## config.mk

```make
export PLATFORM = sky130hd
export DESIGN_NAME = operand_fetch_stage
export DESIGN_NICKNAME = d
export VERILOG_FILES = /design/src/rtl/riscv_cpu_pkg.sv /design/src/rtl/operand_bypass.sv /design/src/rtl/operand_fetch_stage.sv
export SDC_FILE = /design/constraint.sdc
export NUM_CORES = 1
export LEC_CHECK = 0
export BUFFER_PORTS_ARGS = -buffer_cell sky130_fd_sc_hd__buf_2
export CAP_MARGIN = 20
export CORE_ASPECT_RATIO = 0.6
export CORE_MARGIN = 2
export CORE_UTILIZATION = 45
export CTS_CLUSTER_SIZE = 30
export DETAILED_ROUTE_END_ITERATION = 6
export PLACE_DENSITY_LB_ADDON = 0.08
export SLEW_MARGIN = 20
export SYNTH_ARGS = -nofsm -noshare
export SYNTH_HDL_FRONTEND = slang
export SYNTH_SLANG_ARGS = --single-unit
```

## constraint.sdc

```tcl
create_clock -name clk_i -period 2.8 [get_ports clk_i]
set_input_delay 0.7 -clock clk_i [delete_from_list [all_inputs] [get_ports clk_i]]
set_output_delay 0.7 -clock clk_i [all_outputs]
set_load 0.005 [all_outputs]
```

## src/rtl/riscv_cpu_pkg.sv

```systemverilog
// Shared RV32I definitions for the CPU pipeline stages.
//   INSTR_WIDTH : instruction word width
//   NOP_INSTR   : canonical NOP (addi x0, x0, 0), used as the ID/EX reset value
//   opcode_e    : base-ISA major opcodes
//   uses_rs1 / uses_rs2 / writes_rd : source/destination usage per opcode
package riscv_cpu_pkg;

  localparam int unsigned INSTR_WIDTH = 32;
  localparam logic [INSTR_WIDTH-1:0] NOP_INSTR = 32'h0000_0013;

  typedef enum logic [6:0] {
    OPC_LOAD   = 7'b0000011,
    OPC_STORE  = 7'b0100011,
    OPC_OP     = 7'b0110011,
    OPC_OP_IMM = 7'b0010011,
    OPC_BRANCH = 7'b1100011,
    OPC_JAL    = 7'b1101111,
    OPC_JALR   = 7'b1100111,
    OPC_LUI    = 7'b0110111,
    OPC_AUIPC  = 7'b0010111,
    OPC_SYSTEM = 7'b1110011
  } opcode_e;

  // Every opcode reads rs1 except the ones that build their result from the PC/immediate alone.
  function automatic logic uses_rs1(input logic [6:0] opcode);
    return !(opcode inside {OPC_LUI, OPC_AUIPC, OPC_JAL});
  endfunction

  function automatic logic uses_rs2(input logic [6:0] opcode);
    return opcode inside {OPC_OP, OPC_STORE, OPC_BRANCH};
  endfunction

  // SYSTEM counts as a writer because CSR accesses return the old CSR value in rd.
  function automatic logic writes_rd(input logic [6:0] opcode);
    return opcode inside {OPC_LOAD, OPC_OP, OPC_OP_IMM, OPC_JAL, OPC_JALR,
                          OPC_LUI, OPC_AUIPC, OPC_SYSTEM};
  endfunction

endpackage

```

## src/rtl/operand_bypass.sv

```systemverilog
// Operand selection for one register source (pure combinational).
//   src_i                         : source register index
//   rdata_i                       : register_file read data for src_i
//   exf_valid_i/exf_rd_i/exf_data_i : in-flight result in EX/MEM
//   wb_we_i/wb_waddr_i/wb_wdata_i   : result being committed this cycle
//   operand_o                     : resolved value (x0 -> 0, then EX/MEM, then WB, then register_file)
//   exf_hit_o / wb_hit_o          : src_i matches the EX/MEM / WB destination (never for x0)
// With FWD_EN=0 the hits are still reported so the caller can stall, but the
// operand always comes from the register file.
module operand_bypass #(
  parameter int unsigned ADDR_WIDTH = 5,
  parameter int unsigned DATA_WIDTH = 32,
  parameter bit          FWD_EN     = 1'b1
) (
  input  logic [ADDR_WIDTH-1:0] src_i,
  input  logic [DATA_WIDTH-1:0] rdata_i,
  input  logic                  exf_valid_i,
  input  logic [ADDR_WIDTH-1:0] exf_rd_i,
  input  logic [DATA_WIDTH-1:0] exf_data_i,
  input  logic                  wb_we_i,
  input  logic [ADDR_WIDTH-1:0] wb_waddr_i,
  input  logic [DATA_WIDTH-1:0] wb_wdata_i,
  output logic [DATA_WIDTH-1:0] operand_o,
  output logic                  exf_hit_o,
  output logic                  wb_hit_o
);

  logic src_is_x0;

  assign src_is_x0 = (src_i == '0);
  assign exf_hit_o = !src_is_x0 && exf_valid_i && (exf_rd_i == src_i);
  assign wb_hit_o  = !src_is_x0 && wb_we_i && (wb_waddr_i == src_i);

  always_comb begin
    // NOTE: assigning a default before any branch keeps every path covered, so no latch is inferred.
    operand_o = rdata_i;
    if (src_is_x0) begin
      // register_file has no hardwired zero, so x0 is forced here.
      operand_o = '0;
    end else if (FWD_EN && exf_hit_o) begin
      operand_o = exf_data_i;
    end else if (FWD_EN && wb_hit_o) begin
      // The register file only commits at the edge, so a same-cycle write must be bypassed.
      operand_o = wb_wdata_i;
    end
  end

endmodule

```

## src/rtl/operand_fetch_stage.sv

```systemverilog
// Decode / operand-fetch (ID) stage.
//   in_*      : instruction from fetch (valid/ready)
//   raddr_*_o / rdata_*_i : register_file read ports (rs1 on A, rs2 on B)
//   exf_*     : EX/MEM result for bypass; exf_dready_i=0 while a load is in flight
//   wb_*      : register_file write port, bypassed because the write lands at the edge
//   flush_i   : kills ID/EX and the current input
//   out_*     : ID/EX pipeline register towards execute (valid/ready)
// RAW hazards that cannot be bypassed stall the input and insert a bubble downstream.
module operand_fetch_stage
  import riscv_cpu_pkg::*;
#(
  parameter bit          FWD_EN     = 1'b1,
  parameter int unsigned ADDR_WIDTH = 5,
  parameter int unsigned DATA_WIDTH = 32
) (
  input  logic                   clk_i,
  input  logic                   rst_ni,
  input  logic                   in_valid_i,
  output logic                   in_ready_o,
  input  logic [INSTR_WIDTH-1:0] in_instr_i,
  input  logic [31:0]            in_pc_i,
  output logic [ADDR_WIDTH-1:0]  raddr_a_o,
  input  logic [DATA_WIDTH-1:0]  rdata_a_i,
  output logic [ADDR_WIDTH-1:0]  raddr_b_o,
  input  logic [DATA_WIDTH-1:0]  rdata_b_i,
  input  logic                   exf_valid_i,
  input  logic [ADDR_WIDTH-1:0]  exf_rd_i,
  input  logic [DATA_WIDTH-1:0]  exf_data_i,
  input  logic                   exf_dready_i,
  input  logic                   wb_we_i,
  input  logic [ADDR_WIDTH-1:0]  wb_waddr_i,
  input  logic [DATA_WIDTH-1:0]  wb_wdata_i,
  input  logic                   flush_i,
  output logic                   out_valid_o,
  input  logic                   out_ready_i,
  output logic [INSTR_WIDTH-1:0] out_instr_o,
  output logic [31:0]            out_pc_o,
  output logic [DATA_WIDTH-1:0]  out_op_a_o,
  output logic [DATA_WIDTH-1:0]  out_op_b_o
);

  logic [ADDR_WIDTH-1:0]  rs1, rs2, pend_rd;
  logic                   use_rs1, use_rs2, pend_write;
  logic [DATA_WIDTH-1:0]  op_a, op_b;
  logic                   exf_hit_a, wb_hit_a, exf_hit_b, wb_hit_b;
  logic                   haz_a, haz_b, hazard, advance, transfer;

  logic                   out_valid_d, out_valid_q;
  logic [INSTR_WIDTH-1:0] out_instr_d, out_instr_q;
  logic [31:0]            out_pc_d, out_pc_q;
  logic [DATA_WIDTH-1:0]  out_op_a_d, out_op_a_q;
  logic [DATA_WIDTH-1:0]  out_op_b_d, out_op_b_q;

  assign rs1       = ADDR_WIDTH'(in_instr_i[19:15]);
  assign rs2       = ADDR_WIDTH'(in_instr_i[24:20]);
  assign raddr_a_o = rs1;
  assign raddr_b_o = rs2;
  assign use_rs1   = uses_rs1(in_instr_i[6:0]);
  assign use_rs2   = uses_rs2(in_instr_i[6:0]);

  operand_bypass #(
    .ADDR_WIDTH(ADDR_WIDTH), .DATA_WIDTH(DATA_WIDTH), .FWD_EN(FWD_EN)
  ) u_bypass_a (
    .src_i(rs1), .rdata_i(rdata_a_i),
    .exf_valid_i(exf_valid_i), .exf_rd_i(exf_rd_i), .exf_data_i(exf_data_i),
    .wb_we_i(wb_we_i), .wb_waddr_i(wb_waddr_i), .wb_wdata_i(wb_wdata_i),
    .operand_o(op_a), .exf_hit_o(exf_hit_a), .wb_hit_o(wb_hit_a)
  );

  operand_bypass #(
    .ADDR_WIDTH(ADDR_WIDTH), .DATA_WIDTH(DATA_WIDTH), .FWD_EN(FWD_EN)
  ) u_bypass_b (
    .src_i(rs2), .rdata_i(rdata_b_i),
    .exf_valid_i(exf_valid_i), .exf_rd_i(exf_rd_i), .exf_data_i(exf_data_i),
    .wb_we_i(wb_we_i), .wb_waddr_i(wb_waddr_i), .wb_wdata_i(wb_wdata_i),
    .operand_o(op_b), .exf_hit_o(exf_hit_b), .wb_hit_o(wb_hit_b)
  );

  // The instruction sitting in ID/EX has not produced its result yet, so a
  // consumer directly behind it must wait one cycle regardless of FWD_EN.
  assign pend_rd    = ADDR_WIDTH'(out_instr_q[11:7]);
  assign pend_write = out_valid_q && writes_rd(out_instr_q[6:0]) && (pend_rd != '0);

  assign haz_a = use_rs1 && ((pend_write && (pend_rd == rs1))
                             || (exf_hit_a && (!exf_dready_i || !FWD_EN))
                             || (wb_hit_a && !FWD_EN));
  assign haz_b = use_rs2 && ((pend_write && (pend_rd == rs2))
                             || (exf_hit_b && (!exf_dready_i || !FWD_EN))
                             || (wb_hit_b && !FWD_EN));
  assign hazard = haz_a || haz_b;

  assign advance    = !out_valid_q || out_ready_i;
  // A flush always "accepts" the input so fetch drops it instead of re-presenting it.
  assign in_ready_o = flush_i || (advance && !hazard);
  assign transfer   = in_valid_i && in_ready_o && !flush_i;

  always_comb begin
    out_valid_d = out_valid_q;
    out_instr_d = out_instr_q;
    out_pc_d    = out_pc_q;
    out_op_a_d  = out_op_a_q;
    out_op_b_d  = out_op_b_q;
    if (flush_i) begin
      out_valid_d = 1'b0;
    end else if (advance) begin
      // No transfer while advancing (hazard or idle input) leaves a bubble.
      out_valid_d = transfer;
      if (transfer) begin
        out_instr_d = in_instr_i;
        out_pc_d    = in_pc_i;
        out_op_a_d  = op_a;
        out_op_b_d  = op_b;
      end
    end
  end

  // NOTE: sequential state uses non-blocking assignments so all flops update together at the edge.
  // NOTE: the whole ID/EX register is reset, so an async reset mid-stall leaves no stale payload.
  always_ff @(posedge clk_i or negedge rst_ni) begin
    if (!rst_ni) begin
      out_valid_q <= 1'b0;
      out_instr_q <= NOP_INSTR;
      out_pc_q    <= '0;
      out_op_a_q  <= '0;
      out_op_b_q  <= '0;
    end else begin
      out_valid_q <= out_valid_d;
      out_instr_q <= out_instr_d;
      out_pc_q    <= out_pc_d;
      out_op_a_q  <= out_op_a_d;
      out_op_b_q  <= out_op_b_d;
    end
  end

  assign out_valid_o = out_valid_q;
  assign out_instr_o = out_instr_q;
  assign out_pc_o    = out_pc_q;
  assign out_op_a_o  = out_op_a_q;
  assign out_op_b_o  = out_op_b_q;

endmodule
```

# == Word-level counts from Yosys, hierarchy flattened ==
# Index checks and enable logic that the tools add are counted.
# totals
input_bits,210
ff_bits,129
word_cells,73
# op_classes
n_bitwise,1
n_eq_ne,20
n_mux,8
n_reduce_logical,39
# op_table
op,count
$mux 32,6
$eq 7x6->1 const B,5
$eq 7x7->1 const B,5
$eq 5x5->1,6
$eq 7x5->1 const B,3
$logic_and 1x1->1,19
$logic_not 5->1,2
$reduce_bool 8->1,1
$eq 7x2->1 const B,1
$logic_not 1->1,7
$reduce_bool 3->1,2
$logic_or 1x1->1,5
$reduce_bool 5->1,1
$reduce_and 3->1,1
$mux 1,2
$reduce_bool 2->1,1
$not 1->1,1

# == Longest topological paths before layout ==
# Gate-level depths: netlist of the first run.
# depth
word_depth,15
mapped_depth,10
mapped_depth_nobuf,7

# == Modules after synthesis ==
# A second synthesis of the first run with hierarchy kept.
# unflattened
hier_cells,733
area_unflattened_um2,8150.3
# by_module_without_submodules
mod,area_each_um2,seq_area_each_um2,instances,cells_per_inst
operand_fetch_stage,5748.0,3231.8,1,319
operand_bypass,1201.2,0.0,2,207

# == Least setup slack after synthesis of the first run ==
# Ideal clock, no wire load.
# synth_timing
path_type,input port to flip-flop
startpoint,input in_instr_i[15]
endpoint,register out_instr_q[19] (netlist: out_instr_o[19])
path_slack_ns,-0.095
t_required_ns,2.672
stages,9
t_arrival_ns,2.767
setup_time_ns,0.128
path_cell_list,or4_1 -> nor2_2 -> or4_1 -> nor2_1 -> o22a_1 -> nor4b_2 -> buf_4 -> buf_4 -> mux2_1
# synth_between
elab_chain_cells,14
elab_cells_between_ends,17
cone_classes,2 x eq/ne; 15 x reduce/logical
# synth_rtl
item,line_no,rtl
"start, declared",operand_fetch_stage.sv:20,"input logic [INSTR_WIDTH-1:0] in_instr_i,"
$logic_not 5->1,operand_bypass.sv:30,assign src_is_x0 = (src_i == '0);
$logic_not 1->1,operand_bypass.sv:31,assign exf_hit_o = !src_is_x0 && exf_valid_i && (exf_rd_i == src_i);
$logic_and 1x1->1 (2 in series),operand_bypass.sv:31,
$logic_and 1x1->1,operand_fetch_stage.sv:85,|| (exf_hit_a && (!exf_dready_i || !FWD_EN))
$logic_or 1x1->1 (*),operand_fetch_stage.sv:85,
$logic_and 1x1->1 (*),operand_fetch_stage.sv:84,assign haz_a = use_rs1 && ((pend_write && (pend_rd == rs1))
$logic_or 1x1->1 (*),operand_fetch_stage.sv:90,assign hazard = haz_a || haz_b;
$logic_not 1->1 (*),operand_fetch_stage.sv:94,assign in_ready_o = flush_i || (advance && !hazard);
$logic_and 1x1->1 (*),operand_fetch_stage.sv:94,
$logic_or 1x1->1 (*),operand_fetch_stage.sv:94,
$logic_and 1x1->1 (*) (2 in series),operand_fetch_stage.sv:95,assign transfer = in_valid_i && in_ready_o && !flush_i;
$reduce_and 3->1 (no source line) (*),-,
"end signal, assigned",operand_fetch_stage.sv:128,out_instr_q <= out_instr_d;
"end, declared",operand_fetch_stage.sv:49,"logic [INSTR_WIDTH-1:0] out_instr_d, out_instr_q;"
# Every way passes the cells marked *; elsewhere a longest branch is shown, timed or not.
# A chain may end at the register's enable or synchronous reset.

# == Worst setup path after layout of the first run ==
# layout_timing
startpoint,input in_instr_i[4]
endpoint,output in_ready_o
# layout_between
elab_chain_cells,8
elab_cells_between_ends,15
cone_classes,6 x eq/ne; 9 x reduce/logical
# layout_rtl
item,line_no,rtl
$eq 7x6->1 (tied with other cells),riscv_cpu_pkg.sv:26,"return !(opcode inside {OPC_LUI, OPC_AUIPC, OPC_JAL});"
$reduce_bool 3->1,riscv_cpu_pkg.sv:26,
$logic_not 1->1,riscv_cpu_pkg.sv:26,
$logic_and 1x1->1,operand_fetch_stage.sv:84,
$logic_or 1x1->1 (*),operand_fetch_stage.sv:90,
$logic_not 1->1 (*),operand_fetch_stage.sv:94,
$logic_and 1x1->1 (*),operand_fetch_stage.sv:94,
$logic_or 1x1->1 (*),operand_fetch_stage.sv:94,
"end, declared",operand_fetch_stage.sv:19,"output logic in_ready_o,"
# Marks and branches as above.

==> results of run 1 <==
==> routing by layer <==
metal	vias up	wire, um
met5	-	13
met3	38	1790
met4	2	513
li1	2835	-
met1	3099	9870
met2	260	11300
==> logic make-up after synthesis <==
| logic type | share of synthesized area (%) |
|---|---|
| flip-flops | 47.1 |
| AO/OA/AOI/OAI | 7.87 |
| XOR/XNOR | 3.96 |
| AND/OR/NAND/NOR | 6.33 |
| multiplexers | 30.4 |
| buffers and inverters | 4.34 |
==> metrics by stage <==
| stage | setup TNS [ns] | cell area [um2] | total power, mW | hold slack (ns) | std cells |
|---|---|---|---|---|---|
| after floorplan | -3.71 | 6920 | 3.00 | 0.404 | 572 |
| after global placement | -45.43 | 9050 | 3.77 | 0.462 | 1111 |
| after CTS | -0.300 | 9890 | 6.13 | 0.352 | 1153 |
| final | -0.936 | 9960 | 6.12 | 0.325 | 1161 |
| after detailed placement | -47.00 | 9050 | 3.82 | 0.469 | 1111 |
| after global routing | -9.47 | 9960 | 6.39 | 0.367 | 1161 |
==> cell type report <==
cell class / instances / share of cell area (%)
multi-input cells: 390 / 35.1
flip-flops and latches: 129 / 32.4
repair buffers: 406 / 23.9
clock buffers: 19 / 4.45
well taps: 198 / 2.49
clock inverters: 13 / 1.51
diodes: 5 / 0.126
inverters: 1 / 0.0377
==> state kept, by name (all words and copies together) (netlist names) <==
name and count:
out_instr_o 32, out_op_a_o 32, out_op_b_o 32, out_pc_o 32
out_valid_o 1
==> cells in the final DEF, fill, tap and decap left out, types with 11 or more instances in the layout <==
cell / Yosys / layout
dfrtp_1: 126 / 126
clkbuf_16: 0 / 19
a211oi_1: 65 / 64
nor2_1: 67 / 66
mux2i_1: 64 / 64
mux2_1: 128 / 110
mux2_4: 0 / 18
xnor2_1: 20 / 19
xor2_1: 11 / 11
buf_4: 22 / 45
buf_2: 7 / 346
==> path summary, 6_finish.rpt <==
check	to	slack, ns	cells past startpoint
max	in_ready_o	-0.16	8
min	out_pc_o[10]$_DFFE_PN0P_	0.32	1
max reg2reg	out_instr_o[11]$_DFFE_PN0P_	-0.04	10
min reg2reg	out_instr_o[16]$_DFFE_PN0P_	0.48	1
max in group asynchronous	out_pc_o[24]$_DFFE_PN0P_	1.75	2
min in group clk_i	out_instr_o[16]$_DFFE_PN0P_	0.48	1
==> where the power goes <==
part,internal (mW),total (mW),switching (mW)
sequential,2.23,2.43,0.196
combinational,0.795,1.44,0.642
clock,1.35,2.25,0.898
total,4.38,6.12,1.74
==> timing repair <==
action                                  4_1_cts  5_1_grt
cloned                                        2        2
pin swaps                                    10        2
setup buffers                                 8        3
gates resized for setup                      22        6
endpoints found under the setup margin      129      129
==> worst max-delay path: stages <==
cell,delay (ns)
buf_6,0.09
nand2_2,0.06
nand4_1,0.07
or3_4,0.41
or4_4,0.54
o311ai_4,0.11
o21bai_1,0.14
buf_2,0.15
==> results.sh, run 1 <==
export IMPL_core_mm2=0.0147
export IMPL_startpoint_type="primary input"
export IMPL_gp_congestion=0.969
export IMPL_grt_pass1_vias=6428
export IMPL_finalCriticalPeriod_ns=2.96
export IMPL_setup_violations=46
export IMPL_multiInputGateArea_mm2=0.00349
export IMPL_clkSinkCount=129
export IMPL_met2_usage_pct=47.1
export IMPL_route_vias_total=6234
export IMPL_fin_worst_skew_ns=0.0137
export IMPL_synth_cell_area_mm2=0.00686
export IMPL_p_leak_nw=4.66
export IMPL_grt_max_degree=65
export IMPL_async_reset_ff_share_pct=100
export IMPL_cts_tree="built"
export IMPL_end_kind="output pin"
export IMPL_place_ws_ns=-0.416
export IMPL_clockBufferDepth=2
export IMPL_critPathRequiredTime_ns=2.10
export IMPL_grt_usage_pct=28.2
export IMPL_rsz0062_at_grt="yes"
export IMPL_fmax_mhz=337
export IMPL_final_core_utilization_pct=67.9
export IMPL_avgSynthCellArea_um2=12.0
export IMPL_clkLatencyLatePin_ns=0.41
export IMPL_max_cap_viol_count=0
export IMPL_synth_cell_types=31
export IMPL_syn_nets=782
export IMPL_worst_pin_slew_ns=0.714
export IMPL_fp_dieW_um=163
export IMPL_violations="setup timing"
export IMPL_reg2reg_from="out_instr_o[8]$_DFFE_PN0P_"
export IMPL_drtIter0Drc=361
export IMPL_h_tree_depth=4
export IMPL_antenna_found_initial=5
export IMPL_peakVddDrop_v=0.000459
export IMPL_wl_per_cell_um=20.2
export IMPL_powerDensity_mw_per_mm2=614
export IMPL_grt_busiest_layer="met2"
export IMPL_crit_type="in -> out"
export IMPL_drive_above_1_share_pct=49.7
export IMPL_met3_usage_pct=7.30
export IMPL_ios=350
export IMPL_ys_warnings_count=0
export IMPL_wl_mm=23.4
export IMPL_io_buffers=349
export IMPL_first_pass_iters=5
export IMPL_synth_top_cell_area_share_pct=46.0
export IMPL_cts_hold_repair_buffers=0
export IMPL_synth_common_cells="128 x mux2_1, 126 x dfrtp_1, 67 x nor2_1"
export IMPL_root_buffer="clkbuf_16"
export IMPL_fin_ws_ns=-0.165
export IMPL_hold_viol_final=0
export IMPL_drc=0
export IMPL_dp_hpwl_mm=16.6
export IMPL_hp_class="in -> async"
export IMPL_maxSlewViolCount=0
export IMPL_initial_core_util_pct=46.7
export IMPL_synth_seq_cells=129
export IMPL_use_met1_pct=36.1
export IMPL_synth_edff_count=0
export IMPL_vias_per_cell=5.37
export IMPL_finalCritPeriodShare_pct=106
export IMPL_status="complete, but fails checks"
export IMPL_antenna_left=0
export IMPL_seq_area_mm2=0.00323
export IMPL_fillCellCount=1163
export IMPL_synth_area_top_cells="dfrtp_1 46%, mux2_1 21%, mux2i_1 9.3%"
export IMPL_num_rows=34
export IMPL_path_clk_slew_ns=0.06
export IMPL_worstPathArrival_ns=2.26
export IMPL_timing_slew_headroom_pct=52.4
export IMPL_crit_path_start="in_instr_i[4]"
export IMPL_cts_made_buffers=17
export IMPL_netlist_instances=572
export IMPL_ys_seq_area_share_pct=47.1
export IMPL_overflow=0
export IMPL_synth_main_ff_cell="dfrtp_1"
export IMPL_nNetsFinal=1155
export IMPL_yosysTopAreaCell="dfrtp_1"
export IMPL_area_growth_pct=45.3
export IMPL_die_h_um=99.6
export IMPL_grt_pass1_wl_mm=35.2
export IMPL_die_area_mm2=0.0163
export IMPL_cp_max_fo=2
export IMPL_synth_most_common_cell="mux2_1"
Power figures use the tool's default switching activity.
==> run 2: changes to the inputs <==
==> constraint.sdc (replaced) <==
create_clock -name clk_i -period 3.2 [get_ports clk_i]
set_input_delay 0.8 -clock clk_i [delete_from_list [all_inputs] [get_ports clk_i]]
set_output_delay 0.8 -clock clk_i [all_outputs]
set_load 0.005 [all_outputs]
==> run 2 against run 1 <==
Compared with the run above: the run now ends clean; utilization shrank 1.8 points; sequential share of layout area up 0.90 points; routed wire length is 2.5% lower; clock skew down 0.0015 ns; combinational power decreased by 19%; highest routed layer unchanged; count of clock-buffer cells in the layout shrank 1; worst hold slack improved by 0.027 ns; sequential cell count is the same.
==> results.sh, run 2 (synthesis gave the netlist of run 1 again) <==
export IMPL_status="finished clean"
export IMPL_overflow=0
export IMPL_peakVddDrop_v=0.000353
export IMPL_powerDensity_mw_per_mm2=544
export IMPL_die_h_um=99.6
export IMPL_num_rows=34
export IMPL_p_int_mw=3.82
export IMPL_cp_cell_sequence="buf_2 > buf_4 > xnor2_2 > nand4_1 > or4_4 > nor2_1 > o22a_1 > buf_4 > o21bai_1 > buf_2"
export IMPL_grt_max_degree=65
export IMPL_p_sw_mw=1.45
export IMPL_setup_violations=0
export IMPL_nNetsFinal=1140
export IMPL_cp_slowest_cell="or4_4"
export IMPL_grt_busiest_layer="met2"
export IMPL_clkSinkCount=129
export IMPL_clockBufferDepth=2
export IMPL_p_comb_share_pct=22.0
export IMPL_critPathRequiredTime_ns=2.40
export IMPL_mostFrequentLayoutCells="348 x buf_2, 128 x mux2_1, 126 x dfrtp_1, 66 x nor2_1"
export IMPL_end_kind="output pin"
export IMPL_wl_per_cell_um=20.0
export IMPL_clkLatencyLatePin_ns=0.41
export IMPL_fin_ws_ns=0.0736
export IMPL_io_buffers=349
export IMPL_drc=0
export IMPL_layout_commonest_cell="buf_2"
export IMPL_hp_class="in -> async"
export IMPL_maxSlewViolCount=0
export IMPL_met2_usage_pct=47.5
export IMPL_max_cap_viol_count=0
export IMPL_initial_core_util_pct=46.7
export IMPL_path_clk_slew_ns=0.06
export IMPL_core_mm2=0.0147
export IMPL_pwr_share_seq_pct=40.2
export IMPL_grt_usage_pct=27.9
export IMPL_hold_viol_final=0
export IMPL_grt_pass1_vias=6206
export IMPL_crit_type="in -> out"
export IMPL_antenna_found_initial=6
export IMPL_startpoint_type="primary input"
export IMPL_finalCriticalPeriod_ns=3.13
export IMPL_antenna_left=0
export IMPL_first_pass_iters=4
export IMPL_cpPeakStageDelay_ns=0.43
export IMPL_cts_made_buffers=17
export IMPL_area_growth_pct=41.4
export IMPL_rsz0062_at_grt="no"
export IMPL_worst_pin_slew_ns=0.712
export IMPL_root_buffer="clkbuf_16"
export IMPL_cts_tree="built"
export IMPL_dp_hpwl_mm=17.3
export IMPL_grt_pass1_wl_mm=34.5
export IMPL_clockPowerShare_pct=37.7
export IMPL_fmax_mhz=320
export IMPL_drtIter0Drc=368
export IMPL_route_vias_total=6066
export IMPL_gp_congestion=0.956
export IMPL_drive_above_1_share_pct=46.5
export IMPL_ios=350
export IMPL_h_tree_depth=4
export IMPL_p_leak_nw=4.51
export IMPL_wl_mm=22.9
export IMPL_cp_max_fo=5
export IMPL_die_area_mm2=0.0163
export IMPL_fillCellCount=1196
export IMPL_cts_hold_repair_buffers=0
export IMPL_power_mw=5.27
export IMPL_worstPathArrival_ns=2.33
export IMPL_vias_per_cell=5.30
export IMPL_finalCritPeriodShare_pct=97.7
export IMPL_timing_slew_headroom_pct=52.5
export IMPL_switching_share_pct=27.5
export IMPL_fp_dieW_um=163
export IMPL_place_ws_ns=-0.266
export IMPL_met3_usage_pct=7.59
export IMPL_use_met1_pct=34.8
export IMPL_fin_worst_skew_ns=0.0122
[run 2: cell type report]
| type | count | area [um2] | area share, % |
|---|---|---|---|
| flip-flops and latches | 129 | 3230 | 33.3 |
| well taps | 198 | 248 | 2.56 |
| repair buffers | 391 | 2180 | 22.5 |
| clock inverters | 12 | 159 | 1.64 |
| inverters | 1 | 3.75 | 0.0387 |
| diodes | 5 | 12.5 | 0.129 |
| clock buffers | 18 | 439 | 4.53 |
| multi-input cells | 390 | 3420 | 35.3 |
[run 2: through the flow]
stage	instance area, um2	utilization [%]	setup TNS [ns]	std cells	hold slack [ns]
6_report	9690	66.1	0	1144	0.352
5_1_grt	9690	66.0	0	1142	0.387
4_1_cts	9640	65.7	0	1138	0.371
3_5_place_dp	8990	61.3	-28.56	1106	0.469
3_3_place_gp	8990	61.3	-24.09	1106	0.462
2_1_floorplan	6860	-	0	572	0.483
[run 2: path summary, 6_finish.rpt]
check / start / slack [ns] / end / cells after the start
min reg2reg: out_instr_o[28]$_DFFE_PN0P_ / 0.48 / out_instr_o[28]$_DFFE_PN0P_ / 1
max reg2reg: out_instr_o[8]$_DFFE_PN0P_ / 0.35 / out_op_b_o[3]$_DFFE_PN0P_ / 9
max: in_instr_i[17] / 0.07 / in_ready_o / 10
max in group asynchronous: rst_ni / 2.15 / out_pc_o[18]$_DFFE_PN0P_ / 2
min in group clk_i: out_instr_o[28]$_DFFE_PN0P_ / 0.48 / out_instr_o[28]$_DFFE_PN0P_ / 1
min: rst_ni / 0.35 / out_instr_o[26]$_DFFE_PN0P_ / 1
[run 2: worst max-delay path: cells and delay by family]
family | cells | cell delay, ns
and+or+nand+nor | 3 | 0.68
buffers and inverters | 4 | 0.50
AOI/OAI and AO/OA | 2 | 0.22
xor gates and xnor gates | 1 | 0.14
[run 2: timing repair]
action / in CTS / in global routing
gates resized for setup: 6 / 4
setup buffers: 2 / 1
pin swaps: 2 / 1
endpoints found under the setup margin: 1 / 115
[run 2: power by group through the flow]
stage | clock, mW | sequential (mW) | combinational, mW
floorplan | 0 | 2.16 | 0.433
finish | 1.99 | 2.12 | 1.16
global route | 2.10 | 2.16 | 1.27
detailed placement | 0 | 2.14 | 1.16
CTS | 2.02 | 2.12 | 1.17
global placement | 0 | 2.12 | 1.13
[run 2: routing by layer]
layer  wire [um]  vias up  share of wire (%)
met2       11400      234                 50
met1        9350     2998                 41
met4         367        2                1.6
met5          13        -              0.057
met3        1720       26                7.5
li1            -     2806                  -
